===== src/rtl/synth_pkg.sv =====
// Shared widths, default tick divider and FSM state encoding for the sample fetch path.
// Latency: n/a (declarations only).
// Backpressure: n/a.
package synth_pkg;

   localparam int ADDR_W       = 26;
   localparam int SAMPLE_W     = 16;
   localparam int TICK_DIV_DEF = 2083;   // 48 kHz output rate from a 100 MHz clock

   typedef enum logic [2:0] {
      ST_IDLE  = 3'd0,
      ST_FETCH = 3'd1,
      ST_WAIT  = 3'd2,
      ST_DRAIN = 3'd3,
      ST_ABORT = 3'd4
   } state_t;

endpackage


===== src/rtl/sample_fifo.sv =====
// Synchronous prefetch FIFO for audio words; head is visible combinationally.
// Latency: a pushed word is readable at the head one cycle after the push.
// Backpressure: push while full is dropped unless a pop happens in the same cycle; pop while empty is ignored.
module sample_fifo #(
   parameter int DEPTH = 4,
   parameter int W     = 16
) (
   input  logic                     clk,
   input  logic                     rst,
   input  logic                     flush,
   input  logic                     push,
   input  logic [W-1:0]             push_data,
   input  logic                     pop,
   output logic [W-1:0]             head,
   output logic [$clog2(DEPTH):0]   count,
   output logic                     empty,
   output logic                     full
);

   localparam int AW = $clog2(DEPTH);
   localparam int CW = AW + 1;

   logic [W-1:0]  mem [DEPTH];
   logic [AW-1:0] rd_ptr;
   logic [AW-1:0] wr_ptr;
   logic          do_push;
   logic          do_pop;

   assign empty   = (count == '0);
   assign full    = (count == CW'(DEPTH));
   assign do_pop  = pop && !empty;
   // A full FIFO can still accept a word when the head leaves in the same cycle.
   assign do_push = push && (!full || do_pop);
   assign head    = mem[rd_ptr];

   // Storage array: written only, never reset.
   always_ff @(posedge clk) begin
      if (do_push && !flush)
         mem[wr_ptr] <= push_data;
   end

   // Pointers and occupancy; flush empties the FIFO and overrides any push/pop.
   always_ff @(posedge clk or negedge rst) begin
      if (!rst) begin
         rd_ptr <= '0;
         wr_ptr <= '0;
         count  <= '0;
      end else if (flush) begin
         rd_ptr <= '0;
         wr_ptr <= '0;
         count  <= '0;
      end else begin
         if (do_push)
            wr_ptr <= wr_ptr + AW'(1);
         if (do_pop)
            rd_ptr <= rd_ptr + AW'(1);
         case ({do_push, do_pop})
            2'b10:   count <= count + CW'(1);
            2'b01:   count <= count - CW'(1);
            default: count <= count;
         endcase
      end
   end

endmodule


===== src/rtl/sample_fetch.sv =====
// Audio sample fetcher: prefetches words from RAM into a small FIFO and emits one per tick. Macro SAMPLE_FETCH_LOOP_EN selects endless looping.
// Latency: first sample appears TICK_DIV cycles after start; sample and sample_tick update on the same edge.
// Backpressure: one read outstanding; requests stop while the FIFO is full; an empty FIFO at a tick raises sticky underrun.
module sample_fetch
   import synth_pkg::*;
#(
   parameter int TICK_DIV   = TICK_DIV_DEF,
   parameter int FIFO_DEPTH = 4
) (
   input  logic                clk,
   input  logic                rst,
   input  logic                start,
   input  logic                stop,
   input  logic [ADDR_W-1:0]   base_addr,
   input  logic [ADDR_W-1:0]   length,
   output logic                mem_req,
   output logic [ADDR_W-1:0]   mem_addr,
   input  logic                mem_ready,
   input  logic                mem_valid,
   input  logic [SAMPLE_W-1:0] mem_data,
   output logic [SAMPLE_W-1:0] sample,
   output logic                sample_tick,
   output logic                busy,
   output logic                underrun
);

   localparam int TW = (TICK_DIV > 1) ? $clog2(TICK_DIV) : 1;
   localparam int CW = $clog2(FIFO_DEPTH) + 1;

   state_t              state;
   logic [ADDR_W-1:0]   base_q;
   logic [ADDR_W-1:0]   len_q;
   logic [ADDR_W-1:0]   offset;
   logic [ADDR_W-1:0]   offset_nxt;
   logic [TW-1:0]       tick_cnt;
   logic                wrap;
   logic                last;
   logic                stop_hit;
   logic                pop_ok;
   logic                fifo_push;
   logic                fifo_pop;
   logic [SAMPLE_W-1:0] fifo_head;
   logic [CW-1:0]       fifo_count;
   logic                fifo_empty;
   logic                fifo_full;

   assign busy       = (state != ST_IDLE);
   assign wrap       = busy && (tick_cnt == TW'(TICK_DIV - 1));
   assign offset_nxt = offset + ADDR_W'(1);
   assign last       = (offset_nxt == len_q);
   assign mem_req    = (state == ST_FETCH) && (fifo_count < CW'(FIFO_DEPTH));
   assign mem_addr   = base_q + offset;
   // stop only acts in states that own FIFO contents or an outstanding read
   assign stop_hit   = stop && ((state == ST_FETCH) || (state == ST_WAIT) || (state == ST_DRAIN));
   // ABORT never holds data: the FIFO was flushed on entry
   assign pop_ok     = !fifo_empty && (state != ST_ABORT);
   assign fifo_pop   = wrap && !stop_hit && pop_ok;
   // a response that coincides with stop belongs to the aborted playback
   assign fifo_push  = (state == ST_WAIT) && mem_valid && !stop && !fifo_full;

   sample_fifo #(
      .DEPTH (FIFO_DEPTH),
      .W     (SAMPLE_W)
   ) u_fifo (
      .clk       (clk),
      .rst       (rst),
      .flush     (stop_hit),
      .push      (fifo_push),
      .push_data (mem_data),
      .pop       (fifo_pop),
      .head      (fifo_head),
      .count     (fifo_count),
      .empty     (fifo_empty),
      .full      (fifo_full)
   );

   // Output-rate divider: free-runs 0..TICK_DIV-1 while busy, parked at 0 when idle.
   always_ff @(posedge clk or negedge rst) begin
      if (!rst)
         tick_cnt <= '0;
      else if (!busy || wrap)
         tick_cnt <= '0;
      else
         tick_cnt <= tick_cnt + TW'(1);
   end

   // Playback FSM with registered sample, strobe and underrun outputs.
   always_ff @(posedge clk or negedge rst) begin
      if (!rst) begin
         state       <= ST_IDLE;
         base_q      <= '0;
         len_q       <= '0;
         offset      <= '0;
         sample      <= '0;
         sample_tick <= 1'b0;
         underrun    <= 1'b0;
      end else begin
         sample_tick <= wrap;
         // Starvation only counts while the stream is still being fetched;
         // the empty tick that ends DRAIN is the normal end of playback.
         if (wrap && !stop_hit) begin
            if (pop_ok)
               sample <= fifo_head;
            else if ((state == ST_FETCH) || (state == ST_WAIT))
               underrun <= 1'b1;
         end
         case (state)
            ST_IDLE: begin
               if (start && !stop && (length != '0)) begin
                  base_q   <= base_addr;
                  len_q    <= length;
                  offset   <= '0;
                  underrun <= 1'b0;
                  state    <= ST_FETCH;
               end
            end
            ST_FETCH: begin
               if (stop) begin
                  sample <= '0;
                  state  <= ST_IDLE;
               end else if (mem_req && mem_ready) begin
                  state <= ST_WAIT;
               end
            end
            ST_WAIT: begin
               if (stop) begin
                  sample <= '0;
                  // if the response lands with the stop there is nothing left to discard
                  state  <= mem_valid ? ST_IDLE : ST_ABORT;
               end else if (mem_valid) begin
                  if (last) begin
`ifdef SAMPLE_FETCH_LOOP_EN
                     offset <= '0;
                     state  <= ST_FETCH;
`else
                     offset <= offset_nxt;
                     state  <= ST_DRAIN;
`endif
                  end else begin
                     offset <= offset_nxt;
                     state  <= ST_FETCH;
                  end
               end
            end
            ST_DRAIN: begin
               if (stop) begin
                  sample <= '0;
                  state  <= ST_IDLE;
               end else if (wrap && fifo_empty) begin
                  state <= ST_IDLE;
               end
            end
            ST_ABORT: begin
               if (mem_valid)
                  state <= ST_IDLE;
            end
            default: state <= ST_IDLE;
         endcase
      end
   end

endmodule


===== config.mk =====
export PLATFORM = sky130hd
export DESIGN_NAME = sample_fetch
export DESIGN_NICKNAME = d
export VERILOG_FILES = /design/src/rtl/synth_pkg.sv /design/src/rtl/sample_fifo.sv /design/src/rtl/sample_fetch.sv
export SDC_FILE = /design/constraint.sdc
export NUM_CORES = 1
export LEC_CHECK = 0
export BUFFER_PORTS_ARGS = -buffer_cell sky130_fd_sc_hd__buf_2
export CAP_MARGIN = 20
export CORE_MARGIN = 2
export CORE_UTILIZATION = 53
export DETAILED_ROUTE_END_ITERATION = 8
export PLACE_DENSITY = 0.77
export SLEW_MARGIN = 30
export SYNTH_ARGS = -nofsm -noshare
export SYNTH_HDL_FRONTEND = slang
export SYNTH_HIERARCHICAL = 1
export SYNTH_SLANG_ARGS = --single-unit
export TNS_END_PERCENT = 1

===== constraint.sdc =====
create_clock -name clk -period 3.35 [get_ports clk]
set_input_delay 0.1675 -clock clk [delete_from_list [all_inputs] [get_ports clk]]
set_output_delay 0.1675 -clock clk [all_outputs]
set_load 0.01 [all_outputs]

## Yosys cells after proc, flatten, opt, wreduce, memory -nomap -nowiden

Memory sizes are Yosys's and may differ from the RTL's.
Cells that the tools add are included.

- Register bits: 118
- Memory bits (writable): 64
- Input bits: 74
- Output and inout bits: 46
- Logic and storage cells: 107
- Memories kept: 1

Memories:

| name | words | bits a word | read ports | clocked after Yosys merged registers in | write ports | RTL line | RTL |
|---|---|---|---|---|---|---|---|
| u_fifo.mem | 4 | 16 | 1 | 0 | 1 | sample_fifo.sv:23 | `logic [W-1:0] mem [DEPTH];` |

- Add/sub/neg operators: 7
- Order comparisons: 1
- Equal/unequal tests: 17
- Mux-type cells: 33
- Reduce and logical (&&, ||, !) cells: 37

Operators by type and width:

| operator | number |
|---|---|
| 26-bit two-way mux | 3 |
| 16-bit two-way mux | 4 |
| 26-bit one-hot mux with 2 select lines | 1 |
| 3-bit two-way mux | 10 |
| 26-bit by 1-bit adder with 26-bit output, second input constant | 1 |
| 26-bit adder | 1 |
| 26-bit == test | 1 |
| 26-bit nonzero test | 1 |
| 1-bit logical AND | 16 |
| 3-bit one-hot mux with 5 select lines | 1 |
| 12-bit by 1-bit adder with 12-bit output, second input constant | 1 |
| 12-bit == test, second input constant | 1 |
| 12-bit two-way mux | 1 |
| 2-bit two-way mux | 5 |
| 2-bit inequality test, second input constant | 4 |
| 1-bit two-way mux | 7 |
| 3-bit by 2-bit == test with 1-bit output, second input constant | 2 |
| 3-bit == test, second input constant | 2 |
| 3-bit logical NOT | 2 |
| 3-bit by 2-bit inequality test with 1-bit output, second input constant | 2 |
| 3-bit inequality test, second input constant | 2 |
| 3-bit one-hot mux with 2 select lines | 1 |
| 2-bit nonzero test | 3 |
| 3-bit nonzero test | 2 |
| other kinds (13) | 21 |

## Depth between registers and ports, before layout

Gate-level depths: netlist of run 1.

- Depth after elaboration: 13
- Gate-level depth with buffers: 13
- Depth with buffers taken out: 11

## Modules after synthesis

Netlist of run 1, hierarchy kept.

By module, submodules not included:

| module | instances | cells an instance | area each (sq um) | seq. area each (sq um) |
|---|---|---|---|---|
| sample_fetch | 1 | 724 | 6,846.6 | 2,777.7 |
| sample_fifo | 1 | 148 | 2,911.5 | 2,097.0 |

## Worst setup path before layout of run 1

OpenSTA, ideal clock, no wires.

- Path kind: register to register
- Start point: register tick_cnt[4]
- End point: register u_fifo.count[1]
- Setup time: 0.136 ns
- Data arrival time: 3.071 ns
- Required time: 3.214 ns
- Setup slack: 0.143 ns
- Cell stages (with the launch flop): 13
- Clock period less this slack: 3.207 ns
- Cell sequence: dfrtp_1 > nor4b_1 > nand4_1 > or4_1 > nor4_2 > buf_2 > buf_4 > nand2b_4 > nor2_1 > fa_1 > and2_1 > a211oi_1 > a2111oi_1

- Word-level cells in the longest chain between the ends: 10
- Elaborated cells between the ends (all ways): 12
- Those cells by class: eq/ne (3); mux (2); reduce/logical (7)

RTL lines:

| element | RTL line | RTL |
|---|---|---|
| start: declaration | sample_fetch.sv:35 | `logic [TW-1:0] tick_cnt;` |
| start signal: assignment | sample_fetch.sv:84 | `tick_cnt <= tick_cnt + TW'(1);` |
| 12-bit == test (*) | sample_fetch.sv:48 | `assign wrap = busy && (tick_cnt == TW'(TICK_DIV - 1));` |
| 1-bit logical AND (*) | sample_fetch.sv:48 |  |
| 1-bit logical AND (*) (2 in series) | sample_fetch.sv:57 | `assign fifo_pop = wrap && !stop_hit && pop_ok;` |
| via fifo_pop | sample_fetch.sv:41 | `logic fifo_pop;` |
| 1-bit logical AND (*) | sample_fifo.sv:31 | `assign do_pop = pop && !empty;` |
| 1-bit logical OR | sample_fifo.sv:33 | `assign do_push = push && (!full \|\| do_pop);` |
| 1-bit logical AND | sample_fifo.sv:33 |  |
| 2-bit by 1-bit == test with 1-bit output / 2-bit == test (equally long branches) | sample_fifo.sv:57 | `case ({do_push, do_pop})` |
| 3-bit one-hot mux with 2 select lines | sample_fifo.sv:57 |  |
| 3-bit two-way mux | sample_fifo.sv:48 | `end else if (flush) begin` |
| end signal: assignment | sample_fifo.sv:58 | `2'b10: count <= count + CW'(1);` |
| end signal: assignment | sample_fifo.sv:59 | `2'b01: count <= count - CW'(1);` |
| end signal: assignment | sample_fifo.sv:60 | `default: count <= count;` |
| end: declaration | sample_fifo.sv:15 | `output logic [$clog2(DEPTH):0] count,` |

Mark *: on every way through the listed nets, which the timed path passes. The rest lies on a longest branch.
A chain may end at the register's enable or synchronous reset.

## Worst setup path in the final report of run 1

- Start point: register offset[13]
- End point: output mem_addr[24]

- Word-level cells in the longest chain between the ends: 1

RTL lines:

| element | RTL line | RTL |
|---|---|---|
| start: declaration | sample_fetch.sv:33 | `logic [ADDR_W-1:0] offset;` |
| start signal: assignment | sample_fetch.sv:136 | `offset <= offset_nxt;` |
| start signal: assignment | sample_fetch.sv:140 | `offset <= offset_nxt;` |
| 26-bit adder | sample_fetch.sv:52 | `assign mem_addr = base_q + offset;` |
| end: declaration | sample_fetch.sv:17 | `output logic [ADDR_W-1:0] mem_addr,` |

Every way passes these cells.

==> results of run 1 <==
-- logic make-up (layout without fill, tap and decap cells) --
logic type	count (synthesis)	in the layout	share of synthesized area, %
and+or+nand+nor	266	266	14.5
DFF	182	182	50.0
AOI/OAI and AO/OA	179	179	11.1
xor gates and xnor gates	75	75	6.73
muxes	72	72	10.1
buffers and inverters	64	261	3.05
adders and majority gates	34	34	4.51
-- layer usage --
metal | GRT usage, % | routed length, µm | share of wire (%)
met5 | 0 | 0 | 0
met4 | 6.89 | 403 | 1.8
met3 | 4.47 | 885 | 4.0
met2 | 39.6 | 11300 | 51
met1 | 30.0 | 9690 | 43
-- flip-flops by register name (all words and copies together), names as in the netlist --
name and count:
base_q 26, len_q 26, offset 26, sample 16, sample_tick 1, state 3
tick_cnt 12, u_fifo/count 3, u_fifo/mem 64, u_fifo/rd_ptr 2, u_fifo/wr_ptr 2, underrun 1
-- timing repair --
action,4_1_cts,5_1_grt
setup endpoints to repair,2,4
resized for setup,4,21
setup buffers,3,1
endpoints found under the hold margin,174,0
pin swaps,2,4
hold buffers,64,0
-- metrics by stage --
stage | cells | total power (µW) | utilization (%)
floorplan | 872 | 3800 | -
global placement | 1197 | 4260 | 58.9
detailed placement | 1197 | 4290 | 58.9
CTS | 1296 | 6490 | 66.2
global route | 1298 | 6820 | 66.9
finish | 1298 | 6500 | 66.9
-- where the power goes --
group	switching (µW)	internal [µW]	total, µW
combinational	806	781	1590
sequential	220	2560	2780
clock	1070	1060	2130
total	2090	4400	6500
-- cell usage in the layout (no fill, tap or decap), types with 4 or more instances in the layout --
cell                            count
sky130_fd_sc_hd__dfrtp_2            7
sky130_fd_sc_hd__inv_12             7
sky130_fd_sc_hd__ha_1              27
sky130_fd_sc_hd__o31ai_1           15
sky130_fd_sc_hd__edfxtp_1          64
sky130_fd_sc_hd__clkinv_8           4
sky130_fd_sc_hd__xor2_1            37
sky130_fd_sc_hd__mux2_2            54
sky130_fd_sc_hd__a21oi_1           37
sky130_fd_sc_hd__and3_1            18
sky130_fd_sc_hd__nand3b_1           5
sky130_fd_sc_hd__or4_1              5
sky130_fd_sc_hd__a31oi_1           13
sky130_fd_sc_hd__nand2_1           69
sky130_fd_sc_hd__nand4_1           14
sky130_fd_sc_hd__or3_1              6
sky130_fd_sc_hd__clkbuf_16         17
sky130_fd_sc_hd__o21ai_0           66
sky130_fd_sc_hd__xnor2_1           38
sky130_fd_sc_hd__nor4_1            12
sky130_fd_sc_hd__dfrtp_1          111
sky130_fd_sc_hd__nor4b_1            5
sky130_fd_sc_hd__dlygate4sd3_1     64
sky130_fd_sc_hd__nor2_1            52
sky130_fd_sc_hd__buf_4             23
sky130_fd_sc_hd__nor2b_1            8
sky130_fd_sc_hd__a211oi_1           4
sky130_fd_sc_hd__and4_1             4
sky130_fd_sc_hd__inv_1             21
sky130_fd_sc_hd__a21o_1             6
sky130_fd_sc_hd__and2_1            15
sky130_fd_sc_hd__nor3_1            12
sky130_fd_sc_hd__nand3_1           23
sky130_fd_sc_hd__o211ai_1           6
sky130_fd_sc_hd__buf_2            118
sky130_fd_sc_hd__mux4_2            16
-- worst paths after layout --
check,endpoint,start,cells past startpoint
max in group asynchronous,offset[12],rst,3
min reg2reg,tick_cnt[0],tick_cnt[0],1
min,len_q[10],length[10],2
min in group asynchronous,sample[6],rst,2
max,mem_addr[24],offset[13],9
max reg2reg,u_fifo/count[1],tick_cnt[4],10
-- cell type report --
class                   count  area share [%]
inverters                  21           0.653
clock buffers              17            3.53
flip-flops and latches    182            40.5
multi-input cells         626            39.0
repair buffers            208            12.2
clock inverters            15            1.81
well taps                 229            2.37
-- worst max-delay path, stage by stage (launching register included) --
cell	delay, ps
sky130_fd_sc_hd__dfrtp_1	480
sky130_fd_sc_hd__ha_1	470
sky130_fd_sc_hd__nand2_1	130
sky130_fd_sc_hd__a2111o_1	400
sky130_fd_sc_hd__a31oi_4	190
sky130_fd_sc_hd__o2111ai_2	190
sky130_fd_sc_hd__a31oi_2	240
sky130_fd_sc_hd__nor4bb_2	310
sky130_fd_sc_hd__nand4b_1	140
sky130_fd_sc_hd__buf_2	130
==> metrics.md, run 1 <==
| Metric | Value |
|---|---|
| Run status | finished, final reports clean |
| Required time of the critical path | around 3200 ps |
| P&R area growth vs syn | 23.7% |
| Antenna violations before repair | 0 |
| Register-to-register setup slack | 280 ps |
| Fin. Hold Viols | 0 |
| Quantity of I/O buffers inserted on ports | 119 |
| Post-synth EDFFs | 64 |
| Worst-case headroom to the max-slew limit | 49.8% |
| Dominant register cell in the synthesized netlist | sky130_fd_sc_hd__dfrtp_1 |
| GR Overflow Total | 0 |
| Sequential cell area | approximately 5000 µm² |
| Insertion delay of the later-clocked pin in the worst-skew pair | 440 ps |
| Post-detailed-route DRC marker count | 0 |
| Post-Synthesis Mean Instance Area | 11.2 µm² |
| Count of routing violations after the opening detailed-route iteration | slightly above 500 |
| Global Route Usage Sum | a little under a quarter |
| Final period util | a little over nine tenths |
| First-pass DRT Iterations | 5 |
| Async SR Flop Fraction | roughly 65% |
| Clock Path Buffers | 2 |
| Routed via count divided by cell count | approximately 5.7 |
| Count of clock tree sinks | about 180 |
| Hold/Removal Path Class | input pin to register |
| Clock Skew | ~15 ps |
| Standard cell core area | 18,000 µm² |
| Power per cell area | ~540 nW/µm² |
| Number of endpoints failing setup at the final stage | 0 |
| Total number of vias | 7,428 |
| Area share of the largest cell type after synthesis | 30.3% |
| Crit-path max FO | 8 |
| Setup crit end kind | primary output |
| Multi-input gate area | approximately 4700 µm² |
| Net count after synthesis | 980 |
| Area enclosed by the die boundary | a little under 20,000 µm² |
| Number of I/O pins | 120 |
| Initial core utilization | between 50% and 60% |
| Largest net degree at the start of global routing | 65 |
| # fillers | between 1,000 and 1,500 |
| Sequential area share after synthesis | 50.0% |
| Die extent in x | 140 µm |
| DP Wirelength | about 15,000 µm |
| Leakage dissipation | roughly 0.005 µW |
| Count of antenna diodes in the layout | 0 |
| Unrepaired setup endpoints after global routing | yes |
| Reported max-cap violation count | 0 |
| TritonCTS Buffers | 17 |
| Clock slew at the register clock pins of the worst setup and hold paths | ~70 ps |
| Post-route cell area | about 12,000 µm² |
| Slew of the pin with the lowest slew margin | around 750 ps |
| Instance area after placement | about 11,000 µm² |
| Critical path arrival | 3120 ps |
| Largest voltage drop on the vdd net | ~0.00052 V |
| Cell with the most instances after synthesis | sky130_fd_sc_hd__dfrtp_1 |
| Worst hold margin | around 14 ps |
| Min cycle time layout | between 3000 and 4000 ps |
| TritonCTS clock tree | yes |
| Synth top area cells | sky130_fd_sc_hd__dfrtp_1 30%, sky130_fd_sc_hd__edfxtp_1 20%, sky130_fd_sc_hd__mux2_2 6.2% |
| Fraction of final layout cells with drive strength greater than 1 | 26.2% |
| Top post-synthesis cells by count | 118 x sky130_fd_sc_hd__dfrtp_1, 69 x sky130_fd_sc_hd__nand2_1, 66 x sky130_fd_sc_hd__o21ai_0, 64 x sky130_fd_sc_hd__edfxtp_1, 54 x sky130_fd_sc_hd__mux2_2 |
| Final weighted congestion in routability-driven placement | between 0.8 and 0.9 |
| Root Buffer | sky130_fd_sc_hd__clkbuf_16 |
| Critical path class | register to primary output |
| Post-route antenna net violation count | 0 |
| Number of global-route vias before repair | ~7,300 |
| Routed wire length | ~22,000 µm |
| Synth cell types | 63 |
| Overall die height | 140 µm |
| Cell Rows | around 50 |
| Number of instances in the synthesized netlist | a little under 900 |
| Post-synthesis instance area | slightly below 10,000 µm² |
| Crit path launch type | register |
| Number of slew-limit violations in the final report | 0 |
| Setup_tns | 0 ps |
| First-pass GRT wire length | 36,400 µm |
| Synth Register Bits | about 180 |
| Setup WS post-layout | slightly below 60 ps |
| Final net count | 1,164 |
| H-tree depth | 4 |
| Count of synthesis-stage warnings from yosys | 6 |
| Setup slack at placement | 218 ps |
| Cell accounting for the most synthesized area | sky130_fd_sc_hd__dfrtp_1 |
| Average routed wire per standard cell | approximately 17 µm |
| Peak clock frequency supported by timing | slightly above 300 MHz |
(Power assumes the default switching activity.)
==> run 2: changes to the inputs <==
--- a/config.mk
+++ b/config.mk
@@ -8,9 +8,9 @@
 export BUFFER_PORTS_ARGS = -buffer_cell sky130_fd_sc_hd__buf_2
 export CAP_MARGIN = 20
 export CORE_MARGIN = 2
-export CORE_UTILIZATION = 53
+export CORE_UTILIZATION = 55
 export DETAILED_ROUTE_END_ITERATION = 8
-export PLACE_DENSITY = 0.77
+export PLACE_DENSITY = 0.76
 export SLEW_MARGIN = 30
 export SYNTH_ARGS = -nofsm -noshare
 export SYNTH_HDL_FRONTEND = slang
==> constraint.sdc (replaced) <==
create_clock -name clk -period 4.3 [get_ports clk]
set_input_delay 0.215 -clock clk [delete_from_list [all_inputs] [get_ports clk]]
set_output_delay 0.215 -clock clk [all_outputs]
set_load 0.01 [all_outputs]
==> metrics.md, run 2 (synthesis results as in run 1) <==
| Metric | Value |
|---|---|
| Largest register FFs | 64 (unchanged) |
| Critical path arrival | 3420 ps (+300 ps) |
| Setup slack at placement | 1040 ps (+826 ps) |
| Routed wire length | 21,300 µm (-4.3%) |
| Crit-path max FO | 8 (unchanged) |
| Launch instance of the worst min-delay path | mem_data[12] |
| Leakage dissipation | 0.00477 µW (-5.3%) |
| Fraction of final layout cells with drive strength greater than 1 | 24.2% (-2.0 points) |
| FF-to-FF Start | state[1] |
| TritonCTS Buffers | 17 (unchanged) |
| Die extent in x | 137 µm (-1.8%) |
| Crit path launch type | register |
| Antenna violations before repair | 1 (+1) |
| Fin. Hold Viols | 0 (unchanged) |
| Clock slew at the register clock pins of the worst setup and hold paths | 90 ps (+20 ps) |
| Min cycle time layout | around 3600 ps |
| Clock Path Buffers | 2 (unchanged) |
| Most common cell after layout, fill and taps aside | sky130_fd_sc_hd__buf_2 |
| Number of slew-limit violations in the final report | 0 (unchanged) |
| Total power | 5000 µW (-23%) |
| Worst hold endpoint | u_fifo/mem[1][12] |
| Slew of the pin with the lowest slew margin | 872 ps (+119 ps) |
| Standard cell core area | 17,300 µm² (-4.0%) |
| Post-route antenna net violation count | 0 (unchanged) |
| First-pass DRT Iterations | 5 (unchanged) |
| H-tree depth | 4 (unchanged) |
| GR Overflow Total | 0 (unchanged) |
| Global Route Usage Sum | 23.7% (+0.62 points) |
| Critical path class | register to primary output |
| Count of antenna diodes in the layout | 0 (unchanged) |
| Hold/Removal Path Class | input pin to register |
| Largest voltage drop on the vdd net | 0.000307 V (-40%) |
| Power per cell area | 441 nW/µm² (-18%) |
| Area enclosed by the die boundary | 18,800 µm² (-3.5%) |
| Cell Rows | 48 (-2.0%) |
| Count of clock tree sinks | 182 (unchanged) |
| Total number of vias | 7,207 (-3.0%) |
| Post-layout utilization of the core | 65.5% (-1.4 points) |
| Final period util | a little over four fifths |
| Clock Skew | 14.9 ps (+0.198 ps) |
| Final weighted congestion in routability-driven placement | 0.859 (-1.6%) |
| Peak clock frequency supported by timing | 275 MHz |
| Root Buffer | sky130_fd_sc_hd__clkbuf_16 |
| Timing startpoint of the critical path | offset[0] |
| DP Wirelength | 14,800 µm (+0.73%) |
| Overall die height | 137 µm (-1.8%) |
| Setup_tns | 0 ps (unchanged) |
| Unrepaired setup endpoints after global routing | no |
| P&R area growth vs syn | 16.1% |
| Run status | finished, final reports clean |
| Routed via count divided by cell count | 5.85 (+2.1%) |
| Number of I/O pins | 120 (unchanged) |
| Reg2reg path depth | 6 (-4) |
| Initial core utilization | 56.4% (+2.3 points) |
| Number of global-route vias before repair | 6,926 (-4.8%) |
| Average routed wire per standard cell | 17.3 µm (+0.79%) |
| Count of routing violations after the opening detailed-route iteration | 541 (+7.1%) |
| Register containing the most flip-flops in the final layout | u_fifo/mem |
| Largest net degree at the start of global routing | 49 (-25%) |
| Setup WS post-layout | 661 ps (+602 ps) |
| Reported max-cap violation count | 0 (unchanged) |
| Worst Hold Path Cells | 1 (-1) |
| Setup crit end kind | primary output |
| Register-to-register setup slack | 1020 ps (+740 ps) |
| Quantity of I/O buffers inserted on ports | 119 (unchanged) |
| First-pass GRT wire length | 34,300 µm (-5.6%) |
| Post-detailed-route DRC marker count | 0 (unchanged) |
| TritonCTS clock tree | yes |
| Number of endpoints failing setup at the final stage | 0 (unchanged) |
| Crit Reg-Reg Endpoint | u_fifo/mem[2][12] |
| Highest-count cells in the layout ignoring fill and taps | 118 x sky130_fd_sc_hd__buf_2, 117 x sky130_fd_sc_hd__dfrtp_1, 69 x sky130_fd_sc_hd__nand2_1 |
| Final net count | 1,103 (-5.2%) |
| Required time of the critical path | 4090 ps (+910 ps) |
| Worst-case headroom to the max-slew limit | 41.7% (-8.1 points) |
| Insertion delay of the later-clocked pin in the worst-skew pair | 440 ps (about the same) |
## run 2: cell types whose count changed in the layout (fill, tap and decap cells not counted), moves of 3 or more
cell | previous run | this run
sky130_fd_sc_hd__inv_12 | 7 | 10
sky130_fd_sc_hd__ha_2 | 3 | 0
sky130_fd_sc_hd__a31oi_1 | 13 | 16
sky130_fd_sc_hd__dlygate4sd3_1 | 64 | 17
sky130_fd_sc_hd__ha_1 | 27 | 32
sky130_fd_sc_hd__dfrtp_1 | 111 | 117
sky130_fd_sc_hd__buf_4 | 23 | 12
sky130_fd_sc_hd__dfrtp_2 | 7 | 1
## run 2: layout make-up
cell class                      instances  area, µm²
Multi-Input combinational cell        626       4590
Inverter                               21       78.8
Clock inverter                         15        226
Clock buffer                           17        425
Fill cell                            1300       5960
Timing Repair Buffer                  147        851
Sequential cell                       182       4880
Tap cell                              225        282
## run 2: stage by stage
step                area [µm²]  hold WS (ps)  cells
floorplan                 9760         -80.6    872
global placement         10500           277   1184
detailed placement       10500           286   1184
CTS                      11300         0.329   1232
global route             11300          1.47   1233
finish                   11300          14.9   1233
## run 2: worst max path at each step
stage / endpoint / slack (ps) / cells past startpoint
floorplan: u_fifo/count[1] / 1090 / 12
global placement: u_fifo/mem[2][9] / 1100 / 7
detailed placement: u_fifo/mem[2][9] / 1040 / 6
CTS: mem_addr[24] / 690 / 11
global route: mem_addr[24] / 390 / 11
finish: mem_addr[24] / 660 / 11
## run 2: report_power, final
part           total (µW)  switching, µW  internal, µW
Combinational        1140            592           546
Clock                1680            843           836
Sequential           2180            186          2000
Total                5000           1620          3380
## run 2: critical path, cell delays in order (launching register included)
cell and delay (ps):
sky130_fd_sc_hd__dfrtp_1 500, sky130_fd_sc_hd__ha_1 240, sky130_fd_sc_hd__inv_1 60, sky130_fd_sc_hd__fa_1 400, sky130_fd_sc_hd__nor2b_1 170, sky130_fd_sc_hd__o2111ai_1 210
sky130_fd_sc_hd__a31oi_1 420, sky130_fd_sc_hd__o2111ai_1 200, sky130_fd_sc_hd__a31oi_1 250, sky130_fd_sc_hd__nor4bb_1 280, sky130_fd_sc_hd__nand4b_1 130, sky130_fd_sc_hd__buf_2 130
## run 2: timing repair
action                    CTS  global route
gates resized for setup     0             0
hold buffers               16             1
buffers inserted            0             0
hold endpoints to repair   98             1
## run 2: metal layers
| layer | part of all wire (%) | vias up | global-route usage (%) | routed length (µm) |
|---|---|---|---|---|
| met5 | 0.061 | - | 0 | 13 |
| met4 | 2.7 | 2 | 8.99 | 575 |
| met3 | 4.9 | 38 | 4.60 | 1060 |
| met2 | 50 | 214 | 40.4 | 10600 |
| met1 | 42 | 3471 | 30.2 | 9060 |
| li1 | - | 3482 | - | - |
==> run 3: changes to the inputs <==
==> constraint.sdc (replaced) <==
create_clock -name clk -period 3.6 [get_ports clk]
set_input_delay 0.18 -clock clk [delete_from_list [all_inputs] [get_ports clk]]
set_output_delay 0.18 -clock clk [all_outputs]
set_load 0.01 [all_outputs]
==> metrics.md, run 3 (synthesis results as in run 1) <==
| Metric | Value |
|---|---|
| Run status | finished, final reports clean |
| Worst-case headroom to the max-slew limit | 39.2% (-2.6 points) |
| Non-filler cells in the finished layout | 1,289 (+4.5%) |
| Critical path endpoint | mem_addr[24] |
| Clock share of power | 33.4% (-0.2 points) |
| Reg2reg path depth | 10 (+4) |
| Hold/Removal Path Class | input pin to register |
| Setup WS post-layout | 161 ps (-500 ps) |
| Most common cell after layout, fill and taps aside | sky130_fd_sc_hd__buf_2 |
| Setup_tns | 0 ps (unchanged) |
| FF-to-FF Start | tick_cnt[4] |
| Critical path arrival | 3260 ps (-160 ps) |
| Cell Count Post-Placement | 1,191 (+0.59%) |
| Final weighted congestion in routability-driven placement | 0.891 (+3.7%) |
| Count of routing violations after the opening detailed-route iteration | 420 (-22%) |
| Sequential cell area | 4880 µm² (about the same) |
| Register-to-register setup slack | 400 ps (-620 ps) |
| Fin. Hold Viols | 0 (unchanged) |
| Number of I/O pins | 120 (unchanged) |
| Min cycle time layout | ~3400 ps |
| Reported max-cap violation count | 0 (unchanged) |
| Standard cell core area | 17,300 µm² (unchanged) |
| Largest voltage drop on the vdd net | 0.000403 V (+31%) |
| Power per cell area | 510 nW/µm² (+16%) |
| Average routed wire per standard cell | 17.9 µm (+3.5%) |
| Overall die height | 137 µm (unchanged) |
| Peak clock frequency supported by timing | a little under 300 MHz |
| P&R area growth vs syn | 22.0% |
| Cell-by-cell trace of the critical path | ha_1 > inv_1 > fa_1 > nor2b_1 > o2111ai_2 > a31oi_2 > o2111ai_1 > a31oi_2 > nor4bb_1 > nand4b_1 > buf_2 |
| Number of endpoints failing setup at the final stage | 0 (unchanged) |
| # fillers | 1,248 (-4.0%) |
| TritonCTS clock tree | yes |
| Cell Rows | 48 (unchanged) |
| Timing startpoint of the critical path | offset[0] |
| Root Buffer | sky130_fd_sc_hd__clkbuf_16 |
| Crit-path max cell delay | 450 ps (-50 ps) |
| Insertion delay of the later-clocked pin in the worst-skew pair | 450 ps (about the same) |
| Slowest cell on the critical path | sky130_fd_sc_hd__dfrtp_2 |
| Final period util | between 90% and 100% |
| Buf/Inv on CP | 2 (unchanged) |
| First-pass DRT Iterations | 5 (unchanged) |
| Post-route antenna net violation count | 0 (unchanged) |
| Reported net switching power | 1990 µW (+22%) |
| Setup crit end kind | primary output |
| DP Wirelength | 14,900 µm (+0.94%) |
| Critical path class | register to primary output |
| Crit path launch type | register |
| Highest-count cells in the layout ignoring fill and taps | 118 x sky130_fd_sc_hd__buf_2, 116 x sky130_fd_sc_hd__dfrtp_1, 69 x sky130_fd_sc_hd__nand2_1 |
| Routed via count divided by cell count | 5.83 (-0.32%) |
| Final net count | 1,158 (+5.0%) |
| Switching part of the total | 32.7% (+0.26 points) |
| Unrepaired setup endpoints after global routing | no |
| Number of global-route vias before repair | 7,390 (+6.7%) |
| Required time of the critical path | 3420 ps (-670 ps) |
| Die extent in x | 137 µm (unchanged) |
| Post-detailed-route DRC marker count | 0 (unchanged) |
| First-pass GRT wire length | 36,800 µm (+7.3%) |
| Clock slew at the register clock pins of the worst setup and hold paths | 80 ps (about the same) |
| Setup slack at placement | 451 ps (-594 ps) |
| Multi-input gate area | 4610 µm² (+0.41%) |
| Initial core utilization | 56.4% (unchanged) |
| Routed wire length | 23,100 µm (+8.2%) |
| Largest net degree at the start of global routing | 51 (+4.1%) |
| Area enclosed by the die boundary | 18,800 µm² (unchanged) |
| Clock Skew | 19.0 ps (+4.11 ps) |
| GR Overflow Total | 0 (unchanged) |
| Total number of cells along the worst setup path | 11 (unchanged) |
| Fraction of final layout cells with drive strength greater than 1 | 24.0% (-0.22 points) |
| TritonCTS Buffers | 17 (unchanged) |
| Global Route Usage Sum | 25.5% (+1.8 points) |
| Combinational power share | 23.8% (+1.0 points) |
| Family with the most delay on the worst path | compound AO/OA/AOI/OAI gates |
| Internal power consumption | 4090 µW (+21%) |
| Largest register FFs | 64 (unchanged) |
| Post-layout utilization of the core | 68.9% (+3.3 points) |
| H-tree depth | 4 (unchanged) |
| Leakage dissipation | 0.00501 µW (+5.2%) |
| CP most frequent cell | sky130_fd_sc_hd__a31oi_2 |
| Number of slew-limit violations in the final report | 0 (unchanged) |
| Antenna violations before repair | 0 (-1) |
| Crit Reg-Reg Endpoint | u_fifo/count[1] |
| Count of clock tree sinks | 182 (unchanged) |
| Slew of the pin with the lowest slew margin | 910 ps (+38.2 ps) |
| Quantity of I/O buffers inserted on ports | 119 (unchanged) |
| Total number of vias | 7,510 (+4.2%) |
| Crit-path max FO | 8 (unchanged) |
| Register containing the most flip-flops in the final layout | u_fifo/mem |
| Seq pwr share | 42.8% (-0.8 points) |
| Clock Path Buffers | 2 (unchanged) |
==> run 3: final cells by class <==
class,instances,share of cell area [%]
Clock inverter,15,1.96
Sequential cell,182,41.0
Inverter,21,0.662
Tap cell,225,2.36
Timing Repair Buffer,202,11.7
Clock buffer,17,3.57
Antenna cell,1,0.0210
Multi-Input combinational cell,626,38.7
==> run 3: what timing repair did <==
action	4_1_cts	5_1_grt
setup endpoints to repair	1	1
hold buffers	64	1
gates resized for setup	1	3
pin swaps	0	1
cloned	0	0
hold endpoints to repair	159	1
setup buffers	0	0
==> run 3: worst min path at each step <==
stage                             to  slack (ps)  cells after the start  startpoint
after floorplan            base_q[0]        -120                      0         rst
after global placement    base_q[23]         260                      1         rst
after detailed placement  base_q[21]         260                      1         rst
after CTS                   len_q[5]           1                      2   length[5]
after global routing        len_q[7]         0.6                      2   length[7]
final                      len_q[11]          10                      2  length[11]
==> run 3: power groups by stage <==
stage / clock, µW / sequential [µW] / combinational [µW]
floorplan: 0 / 2550 / 987
global placement: 0 / 2630 / 1330
detailed placement: 0 / 2640 / 1360
CTS: 2060 / 2600 / 1440
global route: 2150 / 2630 / 1590
finish: 2030 / 2600 / 1440
==> run 3: through the flow <==
stage	power, µW	cell area (µm²)	hold WS, ps
2_1_floorplan	3540	9760	-116
3_3_place_gp	3960	10600	257
3_5_place_dp	4000	10600	259
4_1_cts	6100	11900	0.999
5_1_grt	6370	11900	0.591
6_report	6080	11900	14.4
==> run 3: metal layers <==
layer | share of wire, % | GRT usage, % | vias up
met2 | 51 | 44.2 | 240
met4 | 2.7 | 10.1 | 0
met3 | 5.0 | 4.82 | 50
li1 | - | - | 3590
met5 | 0 | 0 | -
met1 | 41 | 31.7 | 3630
